File: src/rtl/inst_queue.sv
// inst_queue -- instruction queue between the fetch and decode stages.
//
// Fetch pushes {instruction, pc} pairs and decode pops them. The queue is a
// circular buffer of 2^DEPTH_LOG2 entries with head/tail pointers and an
// occupancy count. The head entry is shown combinationally. When the queue
// is empty, the head outputs read as zero, so decode sees opcode 0.
//
// Ports
//   clk          rising-edge clock
//   rst          asynchronous, active-low reset (clears pointers and count)
//   iq_flush     drop every entry at the next edge (only with IQ_FLUSH_EN)
//   fetch_valid  fetch offers an instruction this cycle
//   fetch_inst   offered instruction word
//   fetch_pc     address of the offered instruction
//   fetch_ready  the queue can accept an instruction this cycle
//   inst_in      head instruction word (0 when empty)
//   inst_pc      head instruction address (0 when empty)
//   inst_stall   the queue is empty and the head outputs are invalid
//   inst_enable  decode consumes the head this cycle
//   iq_count     number of valid entries
//
// Optional feature
//   IQ_FLUSH_EN  when defined, adds the iq_flush port and its flush logic.

`ifndef Inst_Width
`define Inst_Width 32
`endif
`ifndef Inst_Addr_Width
`define Inst_Addr_Width 32
`endif

module inst_queue #(
  parameter int DEPTH_LOG2 = 3
) (
  input  logic                        clk,
  input  logic                        rst,
`ifdef IQ_FLUSH_EN
  input  logic                        iq_flush,
`endif
  input  logic                        fetch_valid,
  input  logic [`Inst_Width-1:0]      fetch_inst,
  input  logic [`Inst_Addr_Width-1:0] fetch_pc,
  output logic                        fetch_ready,
  output logic [`Inst_Width-1:0]      inst_in,
  output logic [`Inst_Addr_Width-1:0] inst_pc,
  output logic                        inst_stall,
  input  logic                        inst_enable,
  output logic [DEPTH_LOG2:0]         iq_count
);

  localparam int                  Depth      = 1 << DEPTH_LOG2;
  localparam logic [DEPTH_LOG2:0] DepthCount = (DEPTH_LOG2+1)'(Depth);
  localparam logic [DEPTH_LOG2:0] CountOne   = (DEPTH_LOG2+1)'(1);
  localparam logic [DEPTH_LOG2-1:0] PtrOne   = DEPTH_LOG2'(1);

  // Entry storage. It is never reset, because the count decides validity.
  logic [`Inst_Width-1:0]      inst_mem_q [Depth];
  logic [`Inst_Addr_Width-1:0] pc_mem_q   [Depth];

  logic [DEPTH_LOG2-1:0] head_q, head_d;
  logic [DEPTH_LOG2-1:0] tail_q, tail_d;
  logic [DEPTH_LOG2:0]   count_q, count_d;

  logic push;
  logic pop;
  logic flush;
  logic wr_en;

  // A flush clears the queue in one edge. Without the feature it is tied low.
`ifdef IQ_FLUSH_EN
  assign flush = iq_flush;
`else
  assign flush = 1'b0;
`endif

  // Handshake status comes only from the registered count. As a result,
  // fetch_ready never depends on inst_enable in the same cycle.
  always_comb begin
    fetch_ready = (count_q != DepthCount);
    inst_stall  = (count_q == '0);
    push        = fetch_valid & fetch_ready;
    pop         = inst_enable & ~inst_stall;
    wr_en       = push & ~flush;
  end

  // Next-state pointers and count. The pointers are exactly DEPTH_LOG2 bits
  // wide, so the increment wraps modulo depth. When push and pop happen
  // together, the count is unchanged. A flush overrides both.
  always_comb begin
    head_d  = head_q;
    tail_d  = tail_q;
    count_d = count_q;
    if (flush) begin
      head_d  = '0;
      tail_d  = '0;
      count_d = '0;
    end else begin
      if (pop) begin
        head_d = head_q + PtrOne;
      end
      if (push) begin
        tail_d = tail_q + PtrOne;
      end
      unique case ({push, pop})
        2'b10:   count_d = count_q + CountOne;
        2'b01:   count_d = count_q - CountOne;
        default: count_d = count_q;
      endcase
    end
  end

  // Control registers. Reset acts at once, without waiting for a clock edge.
  always_ff @(posedge clk or negedge rst) begin
    if (!rst) begin
      head_q  <= '0;
      tail_q  <= '0;
      count_q <= '0;
    end else begin
      head_q  <= head_d;
      tail_q  <= tail_d;
      count_q <= count_d;
    end
  end

  // Storage write at the tail. A flushed push is not written, so the
  // dropped instruction never lands in the array.
  always_ff @(posedge clk) begin
    if (wr_en) begin
      inst_mem_q[tail_q] <= fetch_inst;
      pc_mem_q[tail_q]   <= fetch_pc;
    end
  end

  // The head is presented with zero latency. The outputs are forced to zero
  // when the queue is empty, so stale array contents never reach decode.
  always_comb begin
    iq_count = count_q;
    inst_in  = '0;
    inst_pc  = '0;
    if (!inst_stall) begin
      inst_in = inst_mem_q[head_q];
      inst_pc = pc_mem_q[head_q];
    end
  end

endmodule

File: config.mk
export PLATFORM = sky130hd
export DESIGN_NAME = inst_queue
export DESIGN_NICKNAME = d
export VERILOG_FILES = /design/src/rtl/inst_queue.sv
export SDC_FILE = /design/constraint.sdc
export NUM_CORES = 1
export LEC_CHECK = 0
export ABC_AREA = 1
export BUFFER_PORTS_ARGS = -buffer_cell sky130_fd_sc_hd__buf_2
export CORE_MARGIN = 3
export CORE_UTILIZATION = 59
export DETAILED_ROUTE_END_ITERATION = 8
export PLACE_DENSITY = 0.82
export SYNTH_ARGS = -nofsm -noshare
export SYNTH_HDL_FRONTEND = slang
export SYNTH_SLANG_ARGS = --single-unit
export TNS_END_PERCENT = 5
File: constraint.sdc
create_clock -name clk -period 11.2 [get_ports clk]
set_clock_uncertainty 0.2 [all_clocks]
set_input_delay 0.56 -clock clk [delete_from_list [all_inputs] [get_ports clk]]
set_output_delay 0.56 -clock clk [all_outputs]
set_load 0.005 [all_outputs]
==> Word level (Yosys, flattened, before mapping) <==
Memory sizes are Yosys's and may differ from the RTL's.
Index checks and enable logic that the tools add are counted.
{ "totals": {"out_inout_bits": 70, "elab_cells": 22, "input_bits": 68, "latch_bits": 0, "romBits": 0, "mem_bits_rw": 512, "ff_bits": 10, "n_memories": 2} }
{ "op_classes": {"muxes": 5, "multipliers": 0, "n_lt_le_gt_ge": 0, "div_mod_pow": 0, "n_eq_ne": 3, "addsub": 4, "n_bitwise": 3, "shift": 0, "reduce_logical": 2} }
{ "memory_table": {"columns": ["name", "depth", "width", "read_ports", "rd_ports_with_merged_regs", "write_ports", "line", "text"], "rows": [
  ["inst_mem_q", 8, 32, 1, 0, 1, "57", "logic [`Inst_Width-1:0] inst_mem_q [Depth];"],
  ["pc_mem_q", 8, 32, 1, 0, 1, "58", "logic [`Inst_Addr_Width-1:0] pc_mem_q [Depth];"]
]} }
{ "op_table": {"columns": ["cell", "n"], "rows": [
  ["32-bit two-way mux", 2],
  ["4-bit one-hot mux with 2 select lines", 1],
  ["3-bit by 1-bit adder with 3-bit output (second input constant)", 2],
  ["4-bit by 1-bit adder with 4-bit output (second input constant)", 1],
  ["4-bit logical NOT", 1],
  ["4-bit inequality test (second input constant)", 1],
  ["4-bit by 1-bit subtractor with 4-bit output (second input constant)", 1],
  ["1-bit bitwise AND", 2],
  ["2-bit by 1-bit == test with 1-bit output (second input constant)", 1],
  ["2-bit == test (second input constant)", 1],
  ["1-bit two-way mux", 2],
  ["2-bit nonzero test", 1],
  ["1-bit NOT", 1]
]} }

==> Depth between registers and ports, before layout <==
Gate-level depths: netlist of the first run.
{ "depth": {"word_depth": 5, "depth_mapped": 13, "ltp_nobuf": 13} }

==> Worst setup path after synthesis of the first run <==
Ideal clock, no wire load.
{ "synth_path": {"path_kind": "register to register", "start": "register count_q[0], in the netlist iq_count[0]", "end": "memory inst_mem_q[0][0] in the netlist's numbering, enable pin", "path_buffers": 0, "setup_slack_ps": 6804, "setup_ps": 486, "t_required_ps": 10514, "period_less_slack_ps": 4396, "arrival_ps": 3710, "stages_incl_launch_ff": 6, "cell_sequence": "dfrtp_1 nor2_1 nand3_1 nand2_1 or2_2 nor2_1"} }
{ "synth_between": {"elab_chain_cells": 4} }
{ "synth_rtl": {"columns": ["element", "line", "text"], "rows": [
  ["start, declared", "62", "logic [DEPTH_LOG2:0] count_q, count_d;"],
  ["start signal, assigned", "121", "count_q <= count_d;"],
  ["4-bit inequality test", "79", "fetch_ready = (count_q != DepthCount);"],
  ["named net fetch_ready", "43", "output logic fetch_ready,"],
  ["1-bit bitwise AND", "81", "push = fetch_valid & fetch_ready;"],
  ["1-bit two-way mux", "128", "if (wr_en) begin"],
  ["1-bit two-way mux (implied by the code)", "129", "inst_mem_q[tail_q] <= fetch_inst;"],
  ["end, declared", "57", null]
]} }
The timed path passes the listed nets, and every way through them passes these cells.

==> Final worst setup path of the first run <==
{ "layout_path": {"start": "register head_q[0]", "end": "output inst_in[31]"} }
{ "layout_between": {"elab_chain_cells": 2} }
{ "layout_rtl": {"columns": ["element", "line", "text"], "rows": [
  ["start, declared", "60", "logic [DEPTH_LOG2-1:0] head_q, head_d;"],
  ["start signal, assigned", "115", "head_q <= '0;"],
  ["start signal, assigned", "119", "head_q <= head_d;"],
  ["memory read 8 x 32 bit", null, null],
  ["32-bit two-way mux", "140", "if (!inst_stall) begin"],
  ["end, declared", "44", "output logic [`Inst_Width-1:0] inst_in,"]
]} }
Every way passes these cells.

==> results of run 1 <==
[what timing repair did]
| item | 4_1_cts | 5_1_grt |
|---|---|---|
| hold endpoints to repair | 10 | 0 |
| hold buffers | 1 | 0 |
| setup buffers | 0 | 0 |
[layer usage]
layer | GRT usage | vias up | part of all wire | wire length (µm)
met3 | 0.04032 | 116 | 0.072 | 3249
met5 | 0 | - | 0.0013 | 57
met1 | 0.3171 | 6519 | 0.40 | 17940
met2 | 0.3997 | 564 | 0.50 | 22410
met4 | 0.1040 | 10 | 0.032 | 1463
li1 | - | 5975 | - | -
[cell type report]
| cell class | count | area [µm²] |
|---|---|---|
| antenna | 7 | 17.52 |
| clock buffer | 62 | 1360 |
| clock inverter | 30 | 256.5 |
| fill | 2345 | 10880 |
| inverter | 12 | 50.05 |
| multi-input combinational | 956 | 4463 |
| sequential | 522 | 15640 |
| tap | 448 | 560.5 |
| timing repair buffer | 153 | 808.3 |
[where the power goes]
| part | total (mW) | leakage (nW) | internal [mW] | switching, mW |
|---|---|---|---|---|
| combinational | 2.03 | 2.46 | 0.652 | 1.38 |
| sequential | 2.62 | 4.76 | 2.45 | 0.165 |
| clock | 1.63 | 0.799 | 0.954 | 0.680 |
[flip-flops by register name, summed over array words and instances, names as in the netlist]
| signal | cells |
|---|---|
| inst_mem_q | 256 |
| pc_mem_q | 256 |
| iq_count | 4 |
| head_q | 3 |
| tail_q | 3 |
[cells by family (layout without fill, tap and decap cells)]
group | after synthesis | after routing | share of synthesized area
buffers and inverters | 117 | 257 | 0.02954
xor gates and xnor gates | 5 | 5 | 0.002123
and+or+nand+nor | 557 | 557 | 0.1018
adders and majority gates | 5 | 5 | 0.003033
AOI/OAI and AO/OA | 389 | 389 | 0.1061
DFF | 522 | 522 | 0.7574
other | 0 | 7 | 0
[cell usage after synthesis]
cell type  number  area [µm²]
dfrtp_1        10       250.2
ha_1            5       62.56
o211ai_1       64       480.5
nor2_1        461        1730
buf_6          13       146.4
xnor2_1         3       26.28
inv_2           1       3.750
buf_12          1       20.02
a21oi_1         1       5.000
clkbuf_1       60       225.2
buf_2          15       75.07
buf_8           1       15.01
nand2_1        90       337.8
edfxtp_1      512       15370
buf_4           7       52.55
nand3_1         4       20.02
inv_1          11       41.29
o21ai_0       259        1296
buf_1           8       30.03
xor2_1          2       17.52
a31oi_1         1       6.260
or2_2           2       12.51
o22ai_1        64       400.4
[cell usage in the layout (no fill, tap or decap), types with 3 or more instances in the layout]
master / n
o211ai_1: 64
ha_1: 5
xnor2_1: 3
dfrtp_4: 3
o21ai_0: 259
buf_4: 15
edfxtp_1: 512
nand3_1: 4
bufinv_16: 4
buf_2: 137
clkinv_1: 8
nor2_4: 8
clkinv_2: 15
inv_1: 10
dfrtp_1: 7
nand2_1: 89
o22ai_1: 64
clkbuf_1: 9
diode_2: 7
nor2_1: 453
clkbuf_16: 53
[worst max-delay path, stage by stage, from the launching register on]
cell,delay [ns]
dfrtp_4,0.74
inv_6,0.88
buf_4,0.78
o21ai_0,0.24
o211ai_1,0.14
nand2_1,0.09
nor2_1,0.25
buf_2,0.17
[how the worst max path moves through the flow]
stage | from | cells after the start | slack, ns | endpoint
floorplan | iq_count[0] | 5 | 6.80 | inst_mem_q[0][0]
global placement | head_q[0] | 7 | 7.14 | inst_pc[31]
detailed placement | head_q[0] | 7 | 7.00 | inst_in[31]
CTS | head_q[0] | 7 | 6.40 | inst_in[31]
global route | head_q[0] | 7 | 6.10 | inst_pc[31]
finish | head_q[0] | 7 | 6.38 | inst_in[31]
[through the flow]
step	setup slack (ns)	utilization	cell area (µm²)
after CTS	6.404	0.6797	23130
after floorplan	6.804	-	20630
after global placement	7.138	0.6319	21510
after detailed placement	7.001	0.6319	21510
final	6.376	0.6802	23150
after global routing	6.097	0.6800	23140
==> impl_results.md, run 1 <==
* Status: finished, final reports clean
* Sequential-to-total area share from yosys stat at 0.7574
* Tot GR Track Use at 0.2400
* Avg Vias per Cell at 6.020
* Number of placement rows at 67
* CORE AREA at 34040 µm²
* Initial antenna violation count at 10
* R2R Setup Slk at 7.80 ns
* Endpoint kind of the worst setup timing path: primary output
* Tcrit/Tclk final at 0.4307
* R2r endpoint: pc_mem_q[2][14]
* Cells after synthesis at 1595
* Final min period at 4.824 ns
* Worst hold path startpoint: fetch_pc[28]
* Nets at 1768
* Critical path class: reg -> out
* Crit Path Max Fanout at 172
* Clock Sink Count at 522
* Max VDD drop at 0.0001781 V
* Clock latency on the worst-skew pair at 0.55 ns
* Remaining global-route overflow at 0
* I/O pin count at 138
* Avg Inst Size Synth at 12.93 µm²
* Post-Place Cells at 2090
* Setup TNS at 0 ns
* Die footprint at 37250 µm²
* Cells on Worst Hold Path at 1
* Netlist Area Pre-Place at 20630 µm²
* Final Instance Count excl. Fillers at 2190
* Slew @ Worst Pin at 1.216 ns
* Worst hold path type: in -> reg
* Syn Nets at 1668
* Max cap viols at 0
* Hold endpoint: pc_mem_q[2][28]
* Die Ht at 193.0 µm
* Worst setup SP type: flop
* Largest net degree at the start of global routing at 173
* Routability cong. at 0.7150
* First-pass GRT wire length at 68630 µm
* Initial Util at 0.6061
* Chip width at 193.0 µm
* Final WL at 45120 µm
* Clk buf depth at 3
* #FFs+latches synth at 522
* DRT Pass-1 Iters at 7
* Setup violators final at 0
* Reg-to-Reg Start: iq_count[0]
* Fmax achieved at 207.3 MHz
* Crit path DAT at 4.06 ns
* CTS tree: built
* Clock root buffer: clkbuf_16
* Share of layout cells above drive strength 1 at 0.1401
* DP Wirelength at 22220 µm
* Vias in the first global route at 12770
* RSZ-0062 raised after global routing: false
* R2R cell count at 6
* Drc violations at 0
* Slew margin rel. at 0.1896
* Post_cts resized at 0
* Syn-to-layout area delta at 12.23%
* Detail Route Antenna Nets at 0
* Port Buffers at 137
* Slew Viols, Final at 0
* Post-synth cell types at 23
* DR vias at 13180
* Clk slew on worst S/H paths at 0.07 ns
* Tot Pwr at 6.284 mW
* Initial DRC count at 1279
* Fin. Hold Viols at 0
* Wire per inst at 20.60 µm
* CTS H-Tree Depth at 2
* Num CTS Buffers at 50
* Yosys warns at 0
* Power per cell area at 271.4 nW/µm²
* Worst Path Required at 10.44 ns
* Final hold slack at 0.07801 ns
* Leakage at 8.021 nW
(Power assumes the default switching activity.)
==> run 2: changes to the inputs <==
Clock period 11.2 ns to 5.05 ns, I/O delays scaled along.
==> impl_results.md, run 2 (synthesis results as in run 1) <==
* R2R Setup Slk at 1.90 ns (was 7.80 ns)
* RSZ-0062 raised after global routing: false (unchanged)
* First-pass GRT wire length at 69100 µm (was 68630 µm)
* Clk slew on worst S/H paths at 0.06 ns (was 0.07 ns)
* Avg Vias per Cell at 5.874 (was 6.020)
* Tcrit/Tclk final at 0.7036
* Count of hold-fix buffers inserted at cts at 68 (was 1)
* DP Wirelength at 22830 µm (was 22220 µm)
* Worst setup margin at 1.497 ns (was 6.376 ns)
* Post-CTS setup buffers at 0 (unchanged)
* Max VDD drop at 0.0007189 V (was 0.0001781 V)
* Die footprint at 37250 µm² (unchanged)
* I/O pin count at 138 (unchanged)
* DR vias at 13220 (was 13180)
* Number of placement rows at 67 (unchanged)
* Slew margin rel. at 0.2461 (was 0.1896)
* Wire per inst at 19.92 µm (was 20.60 µm)
* Critical path cell sequence: buf_4 > o21ai_0 > o211ai_1 > nand2_1 > nor2_1 > buf_2 (was inv_6 > buf_4 > o21ai_0 > o211ai_1 > nand2_1 > nor2_1 > buf_2)
* Post_cts resized at 0 (unchanged)
* Syn-to-layout area delta at 15.74% (was 12.23%)
* Tot Pwr at 13.91 mW (was 6.284 mW)
* Share of layout cells above drive strength 1 at 0.1288 (was 0.1401)
* CP Buf/Inv Count at 2 (was 3)
* Nets at 1836 (was 1768)
* Initial DRC count at 1385 (was 1279)
* Detail Route Antenna Nets at 0 (unchanged)
* Fmax achieved at 281.5 MHz
* CP top delay family: buffers and inverters (unchanged)
* Clock root buffer: clkbuf_16 (unchanged)
* Fin. Hold Viols at 0 (unchanged)
* Critical path class: reg -> out (unchanged)
* Slew Viols, Final at 0 (unchanged)
* Num CTS Buffers at 49 (was 50)
* DRT Pass-1 Iters at 5 (was 7)
* Commonest non-fill, non-tap cell in the layout: edfxtp_1 (unchanged)
* Clk buf depth at 3 (unchanged)
* CTS tree: built (unchanged)
* Commonest non-fill, non-tap cells in the layout: edfxtp_1, nor2_1, o21ai_0, buf_2, nand2_1 (unchanged)
* Leakage at 8.284 nW (was 8.021 nW)
* Power per cell area at 582.6 nW/µm² (was 271.4 nW/µm²)
* Tot GR Track Use at 0.2394 (was 0.2400)
* Post-Place Cells at 2092 (was 2090)
* Routability cong. at 0.8177 (was 0.7150)
* Setup TNS at 0 ns (unchanged)
* Clock Sink Count at 522 (unchanged)
* Crit path DAT at 3.10 ns (was 4.06 ns)
* Worst hold path type: in -> reg (unchanged)
* Setup slack at placement at 1.930 ns (was 7.001 ns)
* Slew @ Worst Pin at 1.131 ns (was 1.216 ns)
* Remaining global-route overflow at 0 (unchanged)
* Chip width at 193.0 µm (unchanged)
* Max cap viols at 0 (unchanged)
* Status: finished, final reports clean (unchanged)
* CTS H-Tree Depth at 2 (unchanged)
* Vias in the first global route at 13210 (was 12770)
* Worst Path Required at 4.60 ns (was 10.44 ns)
* Endpoint kind of the worst setup timing path: primary output (unchanged)
* Final min period at 3.553 ns
* Clock latency on the worst-skew pair at 0.54 ns (was 0.55 ns)
* Drc violations at 0 (unchanged)
* Worst setup SP type: flop (unchanged)
* Setup violators final at 0 (unchanged)
* Final hold slack at 0.3064 ns (was 0.07801 ns)
* Port Buffers at 137 (unchanged)
* CP max-delay cell: dfrtp_4 (was inv_6)
* Die Ht at 193.0 µm (unchanged)
* Initial Util at 0.6061 (unchanged)
* Final Instance Count excl. Fillers at 2251 (was 2190)
* Crit Path Max Fanout at 81 (was 172)
* Largest net degree at the start of global routing at 258 (was 173)
* CORE AREA at 34040 µm² (unchanged)
* Final WL at 44840 µm (was 45120 µm)
* Initial antenna violation count at 3 (was 10)
* Slowest Stage Delay on Critical Path at 0.79 ns (was 0.88 ns)
==> run 2: worst reg2reg max path, delay by kind of cell (launching register included) <==
kind	cells	cell delay, ns
AO/OA/AOI/OAI	2	0.18
buffers and inverters	2	0.17
AND/OR/NAND/NOR	6	1.68
adder cells (fa/ha/maj)	2	0.41
flip-flops	1	0.44
==> run 2: routing by layer <==
metal,part of all wire,global-route usage,vias to the layer above
met5,0.00038,0,-
met4,0.025,0.08011,2
met3,0.072,0.03526,84
met2,0.51,0.4270,530
met1,0.39,0.3040,6490
li1,-,-,6116
==> run 2: path summary, 6_finish.rpt <==
| path | from | to | depth (start not counted) |
|---|---|---|---|
| max in group asynchronous | rst | head_q[2] | 3 |
| min | fetch_inst[0] | inst_mem_q[2][0] | 2 |
| min reg2reg | tail_q[0] | tail_q[0] | 2 |
| max | head_q[1] | inst_pc[1] | 6 |
| min in group asynchronous | rst | head_q[0] | 3 |
| max reg2reg | iq_count[0] | iq_count[2] | 12 |
==> run 2: through the flow <==
stage / util / area, µm²
floorplan: - / 20630
global placement: 0.6361 / 21650
detailed placement: 0.6361 / 21650
CTS: 0.7014 / 23870
global route: 0.7016 / 23880
finish: 0.7016 / 23880
==> run 2: power breakdown <==
part,leakage (nW),switching (mW),internal (mW)
logic,2.78,3.15,1.54
registers,4.76,0.285,5.43
clock network,0.740,1.47,2.04
total,8.28,4.90,9.01
==> run 2: final cells by class <==
cell class,count,area [µm²]
antenna,2,5.005
clock buffer,62,1318
clock inverter,27,226.5
fill,2217,10160
inverter,12,50.05
multi-input combinational,956,4463
sequential,522,15640
tap,448,560.5
timing repair buffer,222,1619
==> run 3: changes to the inputs <==
Settings changed: CORE_UTILIZATION 59 to 54, PLACE_DENSITY 0.82 to 0.79.
Clock period 5.05 ns to 3.2 ns, I/O delays scaled along.
==> impl_results.md, run 3 (synthesis results as in run 1) <==
* Post_cts resized at 0 (unchanged)
* Endpoint kind of the worst setup timing path: primary output (unchanged)
* Leakage at 8.509 nW (was 8.284 nW)
* Crit Path Max Fanout at 169 (was 81)
* Worst hold path type: in -> reg (unchanged)
* Worst hold path startpoint: fetch_inst[5] (was fetch_inst[0])
* Post-CTS setup buffers at 0 (unchanged)
* Max VDD drop at 0.0006094 V (was 0.0007189 V)
* Status: finished, final reports clean (unchanged)
* Clock Sink Count at 522 (unchanged)
* Avg Vias per Cell at 5.752 (was 5.874)
* Die Ht at 201.5 µm (was 193.0 µm)
* RSZ-0062 raised after global routing: false (unchanged)
* CTS H-Tree Depth at 2 (unchanged)
* Slowest Stage Delay on Critical Path at 0.53 ns (was 0.79 ns)
* Slew @ Worst Pin at 0.9356 ns (was 1.131 ns)
* Clk slew on worst S/H paths at 0.06 ns (about the same)
* Commonest non-fill, non-tap cells in the layout: edfxtp_1, nor2_1, o21ai_0, buf_2, nand2_1 (unchanged)
* Power per cell area at 939.2 nW/µm² (was 582.6 nW/µm²)
* Reg-to-Reg Start: iq_count[0] (unchanged)
* Final instance area at 24370 µm² (was 23880 µm²)
* Chip width at 201.5 µm (was 193.0 µm)
* Routability cong. at 0.7826 (was 0.8177)
* Nets at 1853 (was 1836)
* Final min period at 3.051 ns
* Remaining global-route overflow at 0 (unchanged)
* Crit path DAT at 2.69 ns (was 3.10 ns)
* Vias in the first global route at 13410 (was 13210)
* Worst Path Required at 2.84 ns (was 4.60 ns)
* Final hold slack at 0.2164 ns (was 0.3064 ns)
* Max cap viols at 0 (unchanged)
* Initial DRC count at 1273 (was 1385)
* CP max-delay cell: dfrtp_4 (unchanged)
* Tot GR Track Use at 0.2262 (was 0.2394)
* Slew Viols, Final at 0 (unchanged)
* CORE AREA at 37140 µm² (was 34040 µm²)
* Clk buf depth at 3 (unchanged)
* Drc violations at 0 (unchanged)
* Count of hold-fix buffers inserted at cts at 68 (unchanged)
* Tot Pwr at 22.89 mW (was 13.91 mW)
* Port Buffers at 137 (unchanged)
* Clock root buffer: clkbuf_16 (unchanged)
* Crit. Startpoint: head_q[0] (was head_q[1])
* Num CTS Buffers at 51 (was 49)
* Syn-to-layout area delta at 18.14% (was 15.74%)
* Placement Cell Area at 21920 µm² (was 21650 µm²)
* Fmax achieved at 327.8 MHz
* DRT Pass-1 Iters at 5 (unchanged)
* Tcrit/Tclk final at 0.9534
* Critical path cell sequence: buf_12 > nor2_1 > nor2_1 > o21ai_0 > o211ai_1 > nand2_1 > nor2_1 > buf_2 (was buf_4 > o21ai_0 > o211ai_1 > nand2_1 > nor2_1 > buf_2)
* Fin. Hold Viols at 0 (unchanged)
* Die footprint at 40580 µm² (was 37250 µm²)
* Worst setup SP type: flop (unchanged)
* Largest net degree at the start of global routing at 170 (was 258)
* Final WL at 46510 µm (was 44840 µm)
* Initial Util at 0.5555 (was 0.6061)
* Wire per inst at 19.99 µm (was 19.92 µm)
* Filler cell count at 2687 (was 2217)
* Share of layout cells above drive strength 1 at 0.1422 (was 0.1288)
* Detail Route Antenna Nets at 0 (unchanged)
* DP Wirelength at 24870 µm (was 22830 µm)
* Commonest non-fill, non-tap cell in the layout: edfxtp_1 (unchanged)
* Storage cell area at 15640 µm² (unchanged)
* CTS tree: built (unchanged)
* Setup violators final at 0 (unchanged)
* Footprint of the multi-input gates at 4463 µm² (unchanged)
* Cell mode on critical path: nor2_1
* Initial antenna violation count at 2 (was 3)
* Slew margin rel. at 0.3763 (was 0.2461)
* I/O pin count at 138 (unchanged)
* Number of placement rows at 70 (was 67)
* Critical path class: reg -> out (unchanged)
* DR vias at 13390 (was 13220)
* Clock latency on the worst-skew pair at 0.56 ns (was 0.54 ns)
* First-pass GRT wire length at 73110 µm (was 69100 µm)
==> run 3: metal layers <==
layer  GRT usage  vias up  routed length (µm)
met5           0        -                   7
met3     0.03333       85                3618
met1      0.3073     6558               18490
li1            -     6150                   -
met4     0.07152        2                1134
met2      0.3826      591               23270
==> run 3: final timing paths <==
check | to | slack (ns) | cells after the start
worst max-delay path | inst_pc[31] | 0.15 | 8
max in group asynchronous | head_q[2] | 1.98 | 3
worst max register to register | inst_mem_q[3][18] | 0.71 | 7
worst min register to register | tail_q[0] | 0.35 | 2
worst min-delay path | inst_mem_q[2][5] | 0.22 | 2
min in group asynchronous | tail_q[2] | 0.42 | 3
==> run 3: worst max-delay path: cells and delay by family, from the launching register on <==
family          cells  cell delay (ns)
simple gates        4             0.57
buf+inv             2             0.59
compound gates      2             0.20
flops               1             0.53
==> run 3: stage by stage <==
stage / util / std cells / setup TNS [ns] / worst slack, ns
2_1_floorplan: - / 1595 / -302.56 / -1.065
3_3_place_gp: 0.5902 / 2163 / 0 / 0.8264
3_5_place_dp: 0.5902 / 2163 / 0 / 0.7274
4_1_cts: 0.6562 / 2326 / 0 / 0.1954
5_1_grt: 0.6563 / 2327 / 0 / 0.04555
6_report: 0.6563 / 2327 / 0 / 0.1492
==> run 3: power breakdown <==
part / internal (mW) / switching, mW / leakage (nW)
clock network: 3.84 / 2.44 / 0.862
registers: 8.57 / 0.461 / 4.76
logic: 2.58 / 5.01 / 2.88
total: 15.0 / 7.91 / 8.51
==> run 3: final cells by class <==
cell class | instances | share of cell area
antenna | 1 | 0.0001027
sequential | 522 | 0.6416
tap | 504 | 0.02587
timing repair buffer | 237 | 0.07464
inverter | 12 | 0.002053
clock inverter | 29 | 0.01622
multi-input combinational | 956 | 0.1831
clock buffer | 66 | 0.05642
